--- src/rtl/ws2812_tx.sv ---
`default_nettype none
// ============================================================================
//  Module   : ws2812_tx
//  Purpose  : Serialises a frame of NUM_LEDS 24-bit GRB pixels from a
//             registered-output pixel ROM onto a WS2812 data line, then
//             holds the line low for the latch period.
//  Revision : 1.0 - initial release
//
//  Ports
//    i_clk    : single clock, all state on its rising edge
//    i_rst_n  : asynchronous active-low reset
//    i_start  : frame request, sampled only while idle
//    o_addr   : pixel ROM read address (holds between reads)
//    o_ren    : pixel ROM read enable, one-cycle pulses
//    i_data   : pixel ROM read data, GRB with G in [23:16]
//    o_dout   : WS2812 serial data line
//    o_busy   : high whenever a frame (or its latch period) is in progress
//    o_done   : one-cycle pulse in the last latch cycle
//
//  Build option
//    WS2812_AUTO_REFRESH_EN : when defined, the latch period is followed
//                             directly by a new frame fetch (continuous
//                             refresh after the first i_start).
// ============================================================================
module ws2812_tx #(
  parameter int NUM_LEDS   = 20,
  parameter int ADDR_LINES = 8,
  parameter int T0H        = 20,
  parameter int T1H        = 40,
  parameter int TBIT       = 63,
  parameter int TRESET     = 3000
) (
  input  logic                  i_clk,
  input  logic                  i_rst_n,
  input  logic                  i_start,
  output logic [ADDR_LINES-1:0] o_addr,
  output logic                  o_ren,
  input  logic [23:0]           i_data,
  output logic                  o_dout,
  output logic                  o_busy,
  output logic                  o_done
);

  // One phase counter serves both the bit timing and the latch period.
  localparam int PH_MAX = (TRESET > TBIT) ? TRESET : TBIT;
  localparam int PH_W   = (PH_MAX > 2) ? $clog2(PH_MAX) : 1;
  localparam int PIX_W  = (NUM_LEDS > 2) ? $clog2(NUM_LEDS) : 1;

  localparam logic [PH_W-1:0]  BIT_LAST   = PH_W'(TBIT - 1);
  localparam logic [PH_W-1:0]  LATCH_LAST = PH_W'(TRESET - 1);
  localparam logic [PH_W-1:0]  T0H_C      = PH_W'(T0H);
  localparam logic [PH_W-1:0]  T1H_C      = PH_W'(T1H);
  localparam logic [PIX_W-1:0] PIX_LAST   = PIX_W'(NUM_LEDS - 1);

  typedef enum logic [2:0] {
    IDLE  = 3'd0,
    FETCH = 3'd1,
    WAIT  = 3'd2,
    SEND  = 3'd3,
    LATCH = 3'd4
  } state_t;

  state_t                  state;
  state_t                  state_nxt;
  logic [PH_W-1:0]         phase;
  logic [4:0]              bit_idx;
  logic [PIX_W-1:0]        pixel;
  logic [23:0]             shift;
  logic [23:0]             shadow;
  logic [ADDR_LINES-1:0]   addr;

  logic                    bit_end;
  logic                    last_bit;
  logic                    last_pix;
  logic                    latch_end;
  logic [PH_W-1:0]         high_time;

  assign bit_end   = (phase == BIT_LAST);
  assign last_bit  = (bit_idx == 5'd0);
  assign last_pix  = (pixel == PIX_LAST);
  assign latch_end = (phase == LATCH_LAST);
  assign high_time = shift[23] ? T1H_C : T0H_C;
  assign o_addr    = addr;

  // State register
  always_ff @(posedge i_clk or negedge i_rst_n) begin
    if (!i_rst_n) begin
      state <= IDLE;
    end else begin
      state <= state_nxt;
    end
  end

  // Next state and outputs; outputs decode registered state only, so the
  // asynchronous reset forces them low immediately.
  always_comb begin
    state_nxt = state;
    o_ren     = 1'b0;
    o_dout    = 1'b0;
    o_busy    = 1'b1;
    o_done    = 1'b0;
    case (state)
      IDLE: begin
        o_busy = 1'b0;
        if (i_start) state_nxt = FETCH;
      end
      FETCH: begin
        o_ren     = 1'b1;
        state_nxt = WAIT;
      end
      WAIT: begin
        state_nxt = SEND;
      end
      SEND: begin
        o_dout = (phase < high_time);
        // Prefetch the next pixel at the start of the current pixel's last
        // bit so the shadow register is full well before it is needed.
        o_ren  = last_bit && (phase == '0) && !last_pix;
        if (bit_end && last_bit && last_pix) state_nxt = LATCH;
      end
      LATCH: begin
        if (latch_end) begin
          o_done = 1'b1;
`ifdef WS2812_AUTO_REFRESH_EN
          state_nxt = FETCH;
`else
          state_nxt = IDLE;
`endif
        end
      end
      default: begin
        state_nxt = IDLE;
      end
    endcase
  end

  // Datapath: counters, shift/shadow registers, ROM address
  always_ff @(posedge i_clk or negedge i_rst_n) begin
    if (!i_rst_n) begin
      phase   <= '0;
      bit_idx <= '0;
      pixel   <= '0;
      shift   <= '0;
      shadow  <= '0;
      addr    <= '0;
    end else begin
      // Every frame restarts from ROM address 0.
      if (state_nxt == FETCH) addr <= '0;

      case (state)
        WAIT: begin
          // ROM data is only valid in this cycle (read issued in FETCH).
          shift   <= i_data;
          phase   <= '0;
          bit_idx <= 5'd23;
          pixel   <= '0;
        end
        SEND: begin
          // Prefetched data is valid the cycle after the prefetch pulse.
          if (last_bit && (phase == PH_W'(1)) && !last_pix) shadow <= i_data;
          // Present the next address one cycle ahead of the prefetch pulse.
          if ((bit_idx == 5'd1) && bit_end && !last_pix)
            addr <= ADDR_LINES'(pixel) + ADDR_LINES'(1);
          if (bit_end) begin
            phase <= '0;
            if (last_bit) begin
              bit_idx <= 5'd23;
              shift   <= shadow;
              if (!last_pix) pixel <= pixel + PIX_W'(1);
            end else begin
              bit_idx <= bit_idx - 5'd1;
              shift   <= {shift[22:0], 1'b0};
            end
          end else begin
            phase <= phase + PH_W'(1);
          end
        end
        LATCH: begin
          phase <= latch_end ? '0 : phase + PH_W'(1);
        end
        default: begin
          phase <= '0;
        end
      endcase
    end
  end

endmodule
`default_nettype wire

--- config.mk ---
export PLATFORM = sky130hd
export DESIGN_NAME = ws2812_tx
export DESIGN_NICKNAME = d
export VERILOG_FILES = /design/src/rtl/ws2812_tx.sv
export SDC_FILE = /design/constraint.sdc
export NUM_CORES = 1
export LEC_CHECK = 0
export BUFFER_PORTS_ARGS = -buffer_cell sky130_fd_sc_hd__buf_2
export CAP_MARGIN = 10
export CELL_PAD_IN_SITES_DETAIL_PLACEMENT = 1
export CELL_PAD_IN_SITES_GLOBAL_PLACEMENT = 2
export CORE_MARGIN = 4
export CORE_UTILIZATION = 36
export CTS_CLUSTER_DIAMETER = 80
export DETAILED_ROUTE_END_ITERATION = 12
export GPL_TIMING_DRIVEN = 1
export PLACE_DENSITY_LB_ADDON = 0.1
export SLEW_MARGIN = 30
export SYNTH_ARGS = -nofsm -noshare
export SYNTH_HDL_FRONTEND = slang
export SYNTH_SLANG_ARGS = --single-unit
--- constraint.sdc ---
create_clock -name i_clk -period 2.1 [get_ports i_clk]
set_input_delay 0.63 -clock i_clk [delete_from_list [all_inputs] [get_ports i_clk]]
set_output_delay 0.63 -clock i_clk [all_outputs]
set_load 0.1 [all_outputs]
==> results_dict.tcl <==
set metrics [dict create \
    status "complete, but fails checks" \
    violations "setup timing" \
    setup_viol 10 \
    mostFrequentLayoutCells "79 x dfrtp_1, 58 x buf_4, 48 x mux2_4" \
    final_nets 529 \
    synth.cell_area_um2 4280 \
    antennaDiodeCount 0 \
    fin_cells 638 \
    synth_ff_type "dfrtp_1" \
    io_pins 39 \
    track_usage_pct 16.6 \
    slew_violations 0 \
    async_flop_share_pct 100 \
    cts_buffer_depth 2 \
    synth_edf_count 0 \
    syn_area_per_cell_um2 11.0 \
    port_buffers 38 \
    end_kind "output port" \
    multi_input_area_um2 2390 \
    fmax_mhz 392 \
    irDropWorstVdd_v 0.000409 \
    max_slew.worst_pin.slew_ns 0.520 \
    timing.final.crit_share_pct 121 \
    critPathArrivalTime_ns 1.92 \
    combPwrFrac_pct 4.7 \
    syn-num-nets 426 \
    synth-compound-area-share_pct 7.51 \
    rsz0062_at_grt "true" \
    relSlewSlack_pct 65.3 \
    critical_path.max_stage_delay_ns 0.37 \
    leakagePower_uw 0.00266 \
    synthAdderAreaFrac_pct 3.21 \
    cp-start-kind "register" \
    fp.dieH_um 117 \
    dp_hpwl_um 7100 \
    grt_max_degree 33 \
    dp.cells 598 \
    yosysSeqAreaShare_pct 47.3 \
    yosys.area_share.simple_pct 15.9 \
    hold_violations 0 \
    nFillCells 1217 \
    dieArea_um2 13700 \
    cp_cell_sequence "inv_2, ha_1, o21a_1, o21ai_1, nand2b_1, a2111oi_4, buf_12" \
    vias_per_cell 5.28 \
    ys_seq_elements 81 \
    cts_tree "done" \
    hold_class "primary input to asynchronous set/reset pin" \
    worst-path-max-fanout 2 \
    first_global_vias 3478 \
    grt_pass1_wl_um 17500 \
    yosysWarnings 0 \
    layout-area-overhead-vs-synth_pct 39.7 \
    gp_congestion 0.796 \
    worstSetupPathType "register to output port" \
    htreeDepth 3 \
    die_w_um 117 \
    clock-skew-final_ns 0.00530 \
    layout-drive-gt1-share_pct 41.0 \
    p_total_uw 3480 \
    layout.cells.most_common "dfrtp_1" \
    pre_cts_ws_ns -0.103 \
    drtPass1Iterations 4 \
    wl_per_cell_um 18.5 \
    antenna_found_initial 1 \
    cts_made_buffers 9 \
    synth.distinct_cells 53 \
    p_per_area_nw_per_um2 581 \
    num_vias 3369 \
    pwr-share-clk_pct 49.3 \
    synth_mux_area_share_pct 19.7 \
    slowest_stage "dfrtp_1" \
    route.detailed.drc 0 \
    min_period_ns 2.55 \
    swShare_pct 21.4 \
    p_seq_share_pct 46.0 \
    cts-root-buf "clkbuf_16" \
    ant_nets 0 \
    drt_iter0_drc 119 \
    intPower_uw 2730 \
    worstSkewPairLatency_ns 0.34 \
    maxCapViolations 0 \
    overflow 0 \
    wl_um 11800 \
    synth_xor_area_share_pct 2.66 \
    start_util_pct 37.2 \
    rows 39 \
    p_sw_uw 745 \
    core_um2 11500 \
    required_ns 1.47 \
    clk_pin_slew_ns 0.06 \
    setup_ws_ns -0.450 \
    synthCells 388 \
    synth_top_family_by_area "multiplexers" \
    cts.sinks 81 \
    seq_area_um2 2030 \
]
==> synth_stat cells (all sizes together), types with 3 or more instances <==
cell type,n,area (um^2)
xnor2,5,43.8
nand2,43,161
nor4,5,46.3
mux2i,29,290
mux2,49,552
a21oi,5,36.3
xor2,8,70.1
nand4,11,75.1
and3,5,31.3
o21ai,26,130
nor3,9,67.6
nand2b,4,25.0
ha,11,138
buf,12,91.3
clkbuf,10,37.5
nor2,15,56.3
and2,3,18.8
inv,8,30.0
dfrtp,81,2030
nand3,13,65.1
==> routing by layer <==
layer  global-route usage (%)  up-vias  routed length, um
met5                        0        -                 12
met4                     6.96        2                208
met3                     3.14       15                259
met2                     27.1       44               5820
met1                     21.7     1705               5470
li1                         -     1603                  -
==> power groups by stage <==
stage | logic (uW) | registers [uW] | clock network [uW]
detailed placement | 151 | 1620 | 0
global route | 184 | 1600 | 1810
finish | 164 | 1600 | 1710
CTS | 152 | 1600 | 1750
global placement | 147 | 1620 | 0
floorplan | 57.9 | 1620 | 0
==> worst paths after layout <==
| check | slack [ns] | startpoint | cells past startpoint | end |
|---|---|---|---|---|
| worst max register to register | -0.01 | bit_idx[1] | 9 | shadow[10] |
| max in group asynchronous | 1.30 | i_rst_n | 2 | state[1] |
| worst min-delay path | 0.27 | i_rst_n | 1 | phase[7] |
| worst min register to register | 0.51 | shift[7] | 1 | shift[7] |
| worst max-delay path | -0.45 | shift[23] | 7 | o_dout |
| min in group i_clk | 0.51 | shift[7] | 1 | shift[7] |
==> what timing repair did <==
item / CTS / global route
hold buffers: 0 / 0
cloned: 0 / 7
pin swaps: 3 / 8
buffers inserted: 9 / 13
setup endpoints to repair: 42 / 46
hold endpoints to repair: 0 / 0
resized for setup: 12 / 56
==> worst max-delay path: cells and delay by family, from the launching register on <==
| kind | cells | cell delay, ns |
|---|---|---|
| flops | 1 | 0.37 |
| buf+inv | 2 | 0.27 |
| fa+ha+maj | 1 | 0.28 |
| simple gates | 1 | 0.10 |
| compound gates | 3 | 0.56 |
==> stage by stage <==
stage | cell area, um^2 | TNS [ns] | hold WS [ns] | utilization, %
after floorplan | 4370 | -1.02 | 0.334 | -
after global placement | 5100 | -0.548 | 0.476 | 44.3
after detailed placement | 5100 | -0.997 | 0.493 | 44.3
after CTS | 5540 | -1.19 | 0.270 | 48.1
after global routing | 5980 | -5.75 | 0.290 | 52.0
final | 5980 | -1.17 | 0.265 | 52.0
==> registers in the layout (all words and copies together) (netlist names) <==
| register | flops |
|---|---|
| pixel | 5 |
| phase | 12 |
| shift | 24 |
| bit_idx | 5 |
| o_addr | 8 |
| state | 3 |
| shadow | 24 |
==> cells by family (layout without fill, tap and decap cells) <==
family,Yosys count,after routing
buffers and inverters,30,137
flip-flops,81,81
AND/OR/NAND/NOR,124,124
adder cells (fa/ha/maj),11,11
multiplexers,78,78
AO/OA/AOI/OAI,51,51
XOR/XNOR,13,13
==> final cells by class <==
cell class	count	share of cell area (%)
Multi-Input combinational cell	277	40.0
Sequential cell	81	33.9
Timing Repair Buffer	114	17.3
Clock buffer	10	3.99
Tap cell	143	2.99
Clock inverter	5	1.34
Inverter	8	0.502
(Power assumes the default switching activity.)
